**config.mk**
```make
export PLATFORM = sky130hd
export DESIGN_NAME = button_conditioner
export DESIGN_NICKNAME = d
export VERILOG_FILES = /design/src/rtl/button_pkg.sv /design/src/rtl/button_conditioner_sync_ff.sv /design/src/rtl/button_conditioner.sv
export SDC_FILE = /design/constraint.sdc
export NUM_CORES = 1
export LEC_CHECK = 0
export ABC_AREA = 1
export CORE_ASPECT_RATIO = 0.7
export CORE_MARGIN = 2
export CORE_UTILIZATION = 37
export DETAILED_ROUTE_END_ITERATION = 10
export DONT_BUFFER_PORTS = 1
export SYNTH_ARGS = -nofsm -noshare
export SYNTH_HDL_FRONTEND = slang
export SYNTH_HIERARCHICAL = 1
export SYNTH_SLANG_ARGS = --single-unit
```
**constraint.sdc**
```tcl
create_clock -name clk -period 1.6 [get_ports clk]
set_input_delay 0.24 -clock clk [delete_from_list [all_inputs] [get_ports clk]]
set_output_delay 0.24 -clock clk [all_outputs]
set_load 0.1 [all_outputs]
```
**src/rtl/button_pkg.sv**
```systemverilog
// Shared types and default constants for the push-button conditioning path.
package button_pkg;

    localparam int unsigned DEF_SYNC_STAGES     = 2;
    localparam int unsigned DEF_DEBOUNCE_CYCLES = 16;
    localparam int unsigned DEF_LONG_CYCLES     = 64;
    localparam int unsigned DEF_REPEAT_CYCLES   = 32;

    typedef enum logic [2:0] {
        IDLE     = 3'd0,
        DB_PRESS = 3'd1,
        HELD     = 3'd2,
        LONG     = 3'd3,
        DB_REL   = 3'd4
    } state_e;

    function automatic int unsigned max3(input int unsigned a,
                                         input int unsigned b,
                                         input int unsigned c);
        int unsigned m;
        m = a;
        if (b > m) m = b;
        if (c > m) m = c;
        return m;
    endfunction

endpackage

```
**src/rtl/button_conditioner_sync_ff.sv**
```systemverilog
// Parameterized-depth synchronizer for a single asynchronous input.
module sync_ff #(
    parameter int unsigned STAGES = 2
) (
    input  logic clk_i,
    input  logic rst_ni,
    input  logic d_i,
    output logic q_o
);

    logic [STAGES-1:0] sync_q;

    // Shift the raw input through the flop chain; oldest sample is the output.
    always_ff @(posedge clk_i or negedge rst_ni) begin
        if (!rst_ni) begin
            sync_q <= '0;
        end else begin
            sync_q <= {sync_q[STAGES-2:0], d_i};
        end
    end

    assign q_o = sync_q[STAGES-1];

endmodule

```
**src/rtl/button_conditioner.sv**
```systemverilog
// Button conditioner: synchronizer, counter debouncer and
// press/release/long-press/auto-repeat state machine with registered outputs.
// The repeat pulse output is named repeat_p because `repeat` is a reserved word.
module button_conditioner
    import button_pkg::*;
#(
    parameter int unsigned SYNC_STAGES     = DEF_SYNC_STAGES,
    parameter int unsigned DEBOUNCE_CYCLES = DEF_DEBOUNCE_CYCLES,
    parameter int unsigned LONG_CYCLES     = DEF_LONG_CYCLES,
    parameter int unsigned REPEAT_CYCLES   = DEF_REPEAT_CYCLES
) (
    input  logic clk,
    input  logic rst,
    input  logic btn_raw,
    output logic level,
    output logic press,
    output logic release_p,
    output logic long_press,
    output logic repeat_p
);

    localparam int unsigned MAX_P = max3(DEBOUNCE_CYCLES, LONG_CYCLES, REPEAT_CYCLES);
    localparam int unsigned CW    = (MAX_P > 1) ? $clog2(MAX_P) : 1;

    localparam logic [CW-1:0] DB_LAST   = CW'(DEBOUNCE_CYCLES - 1);
    localparam logic [CW-1:0] LONG_LAST = CW'(LONG_CYCLES - 1);
    localparam logic [CW-1:0] REP_LAST  = CW'(REPEAT_CYCLES - 1);

    function automatic logic [CW-1:0] sat_inc(input logic [CW-1:0] v);
        return (v == '1) ? v : v + CW'(1);
    endfunction

    logic s;

    state_e        state_q,     state_d;
    logic [CW-1:0] db_cnt_q,    db_cnt_d;
    logic [CW-1:0] hold_cnt_q,  hold_cnt_d;
    logic [CW-1:0] rep_cnt_q,   rep_cnt_d;
    logic          long_seen_q, long_seen_d;
    logic          level_q,     level_d;
    logic          press_q,     press_d;
    logic          release_q,   release_d;
    logic          long_q,      long_d;
    logic          repeat_q,    repeat_d;

    sync_ff #(
        .STAGES (SYNC_STAGES)
    ) u_sync (
        .clk_i  (clk),
        .rst_ni (rst),
        .d_i    (btn_raw),
        .q_o    (s)
    );

    // State, counters and registered outputs.
    always_ff @(posedge clk or negedge rst) begin
        if (!rst) begin
            state_q     <= IDLE;
            db_cnt_q    <= '0;
            hold_cnt_q  <= '0;
            rep_cnt_q   <= '0;
            long_seen_q <= 1'b0;
            level_q     <= 1'b0;
            press_q     <= 1'b0;
            release_q   <= 1'b0;
            long_q      <= 1'b0;
            repeat_q    <= 1'b0;
        end else begin
            state_q     <= state_d;
            db_cnt_q    <= db_cnt_d;
            hold_cnt_q  <= hold_cnt_d;
            rep_cnt_q   <= rep_cnt_d;
            long_seen_q <= long_seen_d;
            level_q     <= level_d;
            press_q     <= press_d;
            release_q   <= release_d;
            long_q      <= long_d;
            repeat_q    <= repeat_d;
        end
    end

    // Next-state, counter updates and pulse generation; one transition per cycle
    // keeps the pulses mutually exclusive.
    always_comb begin
        state_d     = state_q;
        db_cnt_d    = db_cnt_q;
        hold_cnt_d  = hold_cnt_q;
        rep_cnt_d   = rep_cnt_q;
        long_seen_d = long_seen_q;
        level_d     = level_q;
        press_d     = 1'b0;
        release_d   = 1'b0;
        long_d      = 1'b0;
        repeat_d    = 1'b0;

        unique case (state_q)
            IDLE: begin
                level_d = 1'b0;
                if (s) begin
                    state_d  = DB_PRESS;
                    db_cnt_d = '0;
                end
            end
            DB_PRESS: begin
                if (!s) begin
                    state_d = IDLE;
                end else if (db_cnt_q == DB_LAST) begin
                    state_d    = HELD;
                    press_d    = 1'b1;
                    level_d    = 1'b1;
                    hold_cnt_d = '0;
                end else begin
                    db_cnt_d = sat_inc(db_cnt_q);
                end
            end
            HELD: begin
                if (!s) begin
                    state_d     = DB_REL;
                    db_cnt_d    = '0;
                    long_seen_d = 1'b0;
                end else if (hold_cnt_q == LONG_LAST) begin
                    state_d   = LONG;
                    long_d    = 1'b1;
                    rep_cnt_d = '0;
                end else begin
                    hold_cnt_d = sat_inc(hold_cnt_q);
                end
            end
            LONG: begin
                if (!s) begin
                    state_d     = DB_REL;
                    db_cnt_d    = '0;
                    long_seen_d = 1'b1;
                end else if (rep_cnt_q == REP_LAST) begin
                    repeat_d  = 1'b1;
                    rep_cnt_d = '0;
                end else begin
                    rep_cnt_d = sat_inc(rep_cnt_q);
                end
            end
            DB_REL: begin
                // A release bounce resumes the hold/repeat counters where they stopped.
                if (s) begin
                    state_d = long_seen_q ? LONG : HELD;
                end else if (db_cnt_q == DB_LAST) begin
                    state_d   = IDLE;
                    release_d = 1'b1;
                    level_d   = 1'b0;
                end else begin
                    db_cnt_d = sat_inc(db_cnt_q);
                end
            end
            default: begin
                state_d = IDLE;
                level_d = 1'b0;
            end
        endcase
    end

    assign level      = level_q;
    assign press      = press_q;
    assign release_p  = release_q;
    assign long_press = long_q;
    assign repeat_p   = repeat_q;

endmodule

```
==> results of run 1 <==
[cells by family after synthesis]
group	count (synthesis)	share of synthesized area
and+or+nand+nor	167	0.423
DFF	29	0.425
buffers and inverters	26	0.0609
AOI/OAI and AO/OA	16	0.0587
adders and majority gates	3	0.0220
xor gates and xnor gates	2	0.0103
[cells in the mapped netlist, drive strengths merged]
library cell / instances / area (sq um)
nand3b: 3 / 22.5
dfrtp: 29 / 726
nor3: 1 / 5.00
xnor2: 1 / 8.76
nor3b: 1 / 7.51
ha: 3 / 37.5
buf: 3 / 17.5
nand2: 90 / 345
nand3: 33 / 170
o21ai: 8 / 51.3
a21oi: 6 / 33.8
xor2: 1 / 8.76
o21a: 1 / 7.51
o21bai: 1 / 7.51
nand4: 4 / 25.0
nor2: 35 / 146
inv: 23 / 86.3
[critical path: stages, from the launching register on]
cell	delay, ps
dfrtp_1	390
ha_1	180
nand3_1	140
nor2_2	170
nand2_2	120
o21ai_4	130
inv_2	90
nand2_1	70
nand2_1	50
[how the worst max path moves through the flow]
stage                         startpoint                   endpoint  slack, ps  cells after the start
2_1_floorplan  hold_cnt_q[0]$_DFFE_PN0P_     state_q[1]$_DFFE_PN0P_        170                      8
3_3_place_gp      state_q[0]$_DFFE_PN0P_    db_cnt_q[5]$_DFFE_PN0P_        110                      7
3_5_place_dp   hold_cnt_q[1]$_DFFE_PN0P_     state_q[1]$_DFFE_PN0P_         40                      8
4_1_cts        hold_cnt_q[1]$_DFFE_PN0P_     state_q[1]$_DFFE_PN0P_         20                      8
5_1_grt          db_cnt_q[1]$_DFFE_PN0P_  hold_cnt_q[2]$_DFFE_PN0P_          5                      8
6_report         db_cnt_q[1]$_DFFE_PN0P_  hold_cnt_q[5]$_DFFE_PN0P_        140                      8
[routing by layer]
metal  track usage  vias up  wire [um]
li1              -      825          -
met1         0.253      712       2160
met2         0.210       35       1430
met3        0.0612        4        206
met4        0.0295        0         20
met5             0        -          0
[layout by cell type, fill, tap and decap left out, types with 2 or more instances in the layout]
master,synthesis,layout
a21oi_1,5,5
buf_4,1,18
clkbuf_8,0,6
dfrtp_1,29,27
dfrtp_2,0,2
dlygate4sd3_1,0,2
ha_1,3,3
inv_1,19,19
inv_2,4,4
nand2_1,87,86
nand2_2,3,4
nand3_1,32,32
nand3b_1,3,3
nand4_1,4,4
nor2_1,31,28
nor2_2,3,4
nor2_4,1,3
o21ai_0,4,4
o21ai_1,3,3
[power by group]
part	switching, mW	total [mW]	internal, mW
clock network	0.275	0.616	0.341
registers	0.133	0.973	0.840
logic	0.712	1.14	0.426
total	1.12	2.73	1.61
[per-stage QoR]
| step | cells | hold slack (ps) | util | area, sq um |
|---|---|---|---|---|
| 2_1_floorplan | 243 | -55.6 | - | 1710 |
| 3_3_place_gp | 313 | -54.6 | 0.432 | 1890 |
| 3_5_place_dp | 313 | -54.6 | 0.432 | 1890 |
| 4_1_cts | 323 | 352 | 0.461 | 2020 |
| 5_1_grt | 323 | 371 | 0.466 | 2040 |
| 6_report | 323 | 351 | 0.466 | 2040 |
[what timing repair did]
action,in CTS,in global routing
gates resized for setup,0,8
hold buffers,3,0
endpoints found under the hold margin,30,0
setup endpoints to repair,0,18
[state kept, by name, summed over array words and instances (netlist names)]
name,flops
hold_cnt_q,6
db_cnt_q,6
press,1
rep_cnt_q,6
level,1
state_q,3
release_p,1
long_seen_q,1
repeat_p,1
long_press,1
u_sync/sync_q,2
[final cells by class]
class | count | area [sq um] | share of cell area
sequential | 29 | 728 | 0.357
multi-input combinational | 188 | 897 | 0.439
clock buffer | 7 | 86.3 | 0.0423
timing repair buffer | 21 | 175 | 0.0858
tap | 55 | 68.8 | 0.0337
inverter | 23 | 86.3 | 0.0423
==> impl_metrics.csv, run 1 <==
group,metric,value,unit
cells_and_area,fill_cells,435,
worst_setup_path,r2r_slack,140,ps
floorplanning,start_util,0.390,
power_and_ir_drop,ir_drop,0.000513,V
grt,grt_pass1_wl,6.44,mm
timing,hold_viol,0,
drt,drtAntennaViolNets,0,
timing,tns,0,ps
floorplanning,io_pins,8,
placement,dpl_worst_slack,42.2,ps
hold_path,hold_start,"u_sync/sync_q[0]$_DFF_PN0_",
worst_setup_path,r2r_start,"db_cnt_q[1]$_DFFE_PN0P_",
clock_tree,clock_latency,280,ps
grt,antenna_found_initial,0,
hold_path,hold_path_end,"u_sync/sync_q[1]$_DFF_PN0_",
clock_tree,clock-root-buffer,"clkbuf_8",
grt,grt_pass1_vias,1381,
clock_tree,numCtsBuffers,5,
timing,finClkSkew,6.84,ps
cells_and_area,n_antenna_cell,0,
outcome,outcome,"completed",
hold_path,hold_path_class,"flop to flop",
timing,worst_pin_slew,315,ps
clock_tree,clock_sinks,29,
drt,finalWirelength,3.82,mm
timing,slew_headroom,0.790,
synthesis,synth-seq-area-share,0.425,
power_and_ir_drop,cellPowerDensity,1340,mW/mm^2
placement,port_buffers,0,
placement,gp_congestion,0.876,
floorplanning,die_w,85.2,um
drt,drtIter0Drc,201,
clock_tree,cts_tree,"yes",
floorplanning,fp.dieH,60.8,um
worst_setup_path,path_max_fanout,9,
clock_tree,htreeDepth,2,
worst_setup_path,start_kind,"flop",
drt,route.detailed.drc,0,
clock_tree,clockBufferDepth,2,
grt,grt_max_degree,30,
worst_setup_path,cp-end-kind,"flop",
grt,grt_usage,0.162,
power_and_ir_drop,p_total,2.73,mW
worst_setup_path,r2r_cells,8,
timing,rsz0062_at_grt,"false",
grt,grt-ovfl-total,0,
cells_and_area,fin_nets,274,
timing,period_minus_slack,1460,ps
timing,setup_violations,0,
drt,routedWlPerCell,11.8,um
power_and_ir_drop,power_leakage,1.05,nW
synthesis,syn_area,0.00171,sq mm
worst_setup_path,cp.arrival,1630,ps
placement,hpwl,2.75,mm
synthesis,synth_nets,249,
timing,max_freq,686,MHz
timing,slew_viol_final,0,
floorplanning,core,0.00438,sq mm
drt,via_count,1576,
synthesis,ys_types,26,
timing,period_share,0.912,
timing,layout_setup_ws,141,ps
drt,viasPerCell,4.88,
synthesis,yosys_register_bits,29,
clock_tree,clkSlewWorstSetupHoldPaths,60,ps
clock_tree,post_cts_buffers,0,
synthesis,postSynthCellCount,243,
worst_setup_path,worstPathRequired,1770,ps
run,maxCapViolations,0,
floorplanning,fp-row-count,20,
cells_and_area,layout-drive-gt1-share,0.168,
worst_setup_path,r2r_end,"hold_cnt_q[5]$_DFFE_PN0P_",
floorplanning,die_area,0.00518,sq mm
hold_path,hold_depth,0,
synthesis,synth.avg_cell_area,7.02,sq um
cells_and_area,area_growth,19.6,%
worst_setup_path,worst-setup-path-type,"flop to flop",
synthesis,yosys_warnings,6,
drt,dr.pass1.iters,4,
No activity file was read; power rests on OpenSTA's default activity.
==> run 2: changes to the inputs <==
Settings changed: SYNTH_HIERARCHICAL 1 to default.
==> run 2 against run 1 <==
Setup slack worse by 6.9 ps. Design area down 2.0%. Routed wire length down 9.2%. Synthesized area up 0.88%. Sequential share of layout area up 0.65 points. Via count down 7.2%. Worst hold slack better by 1.6 ps. Combinational power down 15%. Critical path depth up 2. Utilization down 1.2 points. Flip-flop and latch count unchanged. Sequential power down 0.6%. Critical path type unchanged. Critical endpoint is now state_q[0]$_DFFE_PN0P_. Largest cell class unchanged.
==> impl_metrics.csv, run 2 <==
group,metric,value,unit
timing,finClkSkew,9.43,ps
drt,viasPerCell,4.86,
outcome,outcome,"completed",
synthesis,synth_nets,233,
floorplanning,start_util,0.391,
clock_tree,htreeDepth,2,
grt,grt_usage,0.148,
drt,route.detailed.drc,0,
cells_and_area,layout_common_cells,"74 x nand2_1, 28 x dfrtp_1, 22 x nand3_1, 21 x nor2_1, 18 x inv_1",
timing,setup_violations,0,
floorplanning,fp-row-count,20,
synthesis,async_flop_share,1.00,
drt,routedWlPerCell,11.5,um
cells_and_area,fin_area,0.00200,sq mm
clock_tree,cts_tree,"yes",
synthesis,yosys_register_bits,29,
drt,drtAntennaViolNets,0,
timing,tns,0,ps
clock_tree,clkSlewWorstSetupHoldPaths,60,ps
synthesis,synth_common_cells,"76 x nand2_1, 29 x dfrtp_1, 22 x nand3_1",
floorplanning,die_w,85.5,um
timing,hold_viol,0,
worst_setup_path,cp-end-kind,"flop",
grt,antenna_found_initial,0,
worst_setup_path,start_kind,"flop",
synthesis,postSynthCellCount,227,
timing,period_share,0.916,
placement,gp_congestion,0.835,
grt,grt_pass1_wl,5.83,mm
synthesis,synth.avg_cell_area,7.58,sq um
hold_path,hold_path_class,"flop to flop",
worst_setup_path,path_max_fanout,3,
drt,finalWirelength,3.47,mm
floorplanning,core,0.00440,sq mm
synthesis,yosys_warnings,0,
grt,grt_max_degree,30,
timing,rsz0062_at_grt,"false",
synthesis,synthFlopType,"dfrtp_1",
timing,slew_viol_final,0,
power_and_ir_drop,cellPowerDensity,1240,mW/mm^2
floorplanning,io_pins,8,
cells_and_area,final_common_cell,"nand2_1",
placement,port_buffers,0,
drt,via_count,1463,
drt,dr.pass1.iters,4,
drt,drtIter0Drc,126,
grt,grt-ovfl-total,0,
synthesis,yosys.area.top_type,"dfrtp_1",
worst_setup_path,cp.arrival,1640,ps
cells_and_area,fill_cells,431,
synthesis,synth-seq-area-share,0.422,
clock_tree,clock_latency,280,ps
synthesis,synth-edff-count,0,
floorplanning,die_area,0.00522,sq mm
clock_tree,numCtsBuffers,5,
synthesis,yosys.cell_count.top_type,"nand2_1",
floorplanning,fp.dieH,61.1,um
placement,hpwl,2.47,mm
power_and_ir_drop,power_leakage,0.987,nW
cells_and_area,fin_nets,253,
worst_setup_path,worst-setup-path-type,"flop to flop",
worst_setup_path,worstPathRequired,1770,ps
synthesis,ys_types,28,
power_and_ir_drop,ir_drop,0.000570,V
cells_and_area,area_growth,16.3,%
clock_tree,clock_sinks,29,
placement,place_area,0.00185,sq mm
cells_and_area,n_antenna_cell,0,
cells_and_area,layout-drive-gt1-share,0.224,
timing,slew_headroom,0.820,
cells_and_area,reg_top3,"db_cnt_q x6, hold_cnt_q x6, rep_cnt_q x6",
timing,period_minus_slack,1470,ps
run,maxCapViolations,0,
synthesis,yosysTopAreaCellShare,0.422,
worst_setup_path,r2r_slack,130,ps
grt,grt_pass1_vias,1233,
synthesis,syn_area,0.00172,sq mm
synthesis,synthTopCellsByArea,"dfrtp_1 42%, nand2_1 17%, nand3_1 6.4%",
clock_tree,clockBufferDepth,2,
clock_tree,clock-root-buffer,"clkbuf_8",
timing,max_freq,682,MHz
timing,worst_pin_slew,270,ps
## run 2: changes by cell type after synthesis, moves of 2 or more
cell     previous run  this run
o21ai_2             0         3
nand2_4             0         2
nand3_1            32        22
nand2_1            87        76
nand3_2             1         3
nor2_1             31        21
nand2_2             3         8
## run 2: path summary, 6_finish.rpt
check	end	from	cells after the start
max	state_q[0]$_DFFE_PN0P_	db_cnt_q[1]$_DFFE_PN0P_	10
min	u_sync.sync_q[1]$_DFF_PN0_	u_sync.sync_q[0]$_DFF_PN0_	0
max reg2reg	state_q[0]$_DFFE_PN0P_	db_cnt_q[1]$_DFFE_PN0P_	10
min reg2reg	u_sync.sync_q[1]$_DFF_PN0_	u_sync.sync_q[0]$_DFF_PN0_	0
max in group asynchronous	u_sync.sync_q[1]$_DFF_PN0_	rst	2
min in group asynchronous	hold_cnt_q[3]$_DFFE_PN0P_	rst	2
## run 2: worst max-delay path: stages, from the launching register on
cell     delay (ps)
dfrtp_1         370
ha_2            220
nand2_1          60
nor2_1          170
nand2_1         100
nand2_2         100
nand2_1          60
nand2_1         100
nand2_1          80
nand2_1          60
nand2_1          50
## run 2: area by class of cell
| cell class | instances | area (sq um) | share of cell area |
|---|---|---|---|
| Clock buffer | 5 | 68.8 | 0.0344 |
| Clock inverter | 1 | 5.00 | 0.00250 |
| Inverter | 22 | 82.6 | 0.0413 |
| Multi-Input combinational cell | 173 | 912 | 0.456 |
| Sequential cell | 29 | 727 | 0.363 |
| Tap cell | 55 | 68.8 | 0.0344 |
| Timing Repair Buffer | 16 | 138 | 0.0688 |
## run 2: what timing repair did
action	in CTS	in global routing
buffers inserted	0	2
hold endpoints to repair	30	0
setup endpoints to repair	0	10
gates resized for setup	0	7
hold buffers	3	0
## run 2: through the flow
stage | hold WS [ps] | utilization | total power [mW] | worst slack [ps] | cells
2_1_floorplan | -55.6 | - | 1.70 | 208 | 227
3_3_place_gp | -54.7 | 0.420 | 1.91 | 123 | 290
3_5_place_dp | -54.6 | 0.420 | 1.91 | 60.0 | 290
4_1_cts | 360 | 0.446 | 2.49 | 47.0 | 299
5_1_grt | 364 | 0.455 | 2.71 | 8.74 | 301
6_report | 352 | 0.455 | 2.48 | 134 | 301
## run 2: kinds of logic after synthesis
logic type | count (synthesis) | share of synthesized area
AO/OA/AOI/OAI | 19 | 0.0669
XOR/XNOR | 2 | 0.0102
adder cells (fa/ha/maj) | 3 | 0.0218
buffers and inverters | 25 | 0.0603
flip-flops | 29 | 0.422
AND/OR/NAND/NOR | 149 | 0.419
## run 2: routing by layer
metal,wire (um),vias to the layer above,global-route usage
met5,0,-,0
met4,53,0,0.0680
met3,138,6,0.0362
met2,1330,25,0.195
met1,1950,662,0.227
li1,-,770,-
## run 2: report_power, final
| part | internal, mW | switching (mW) | leakage (nW) | total [mW] |
|---|---|---|---|---|
| Clock | 0.285 | 0.258 | 0.0399 | 0.543 |
| Combinational | 0.346 | 0.628 | 0.556 | 0.974 |
| Sequential | 0.841 | 0.126 | 0.392 | 0.967 |
| Total | 1.47 | 1.01 | 0.987 | 2.48 |
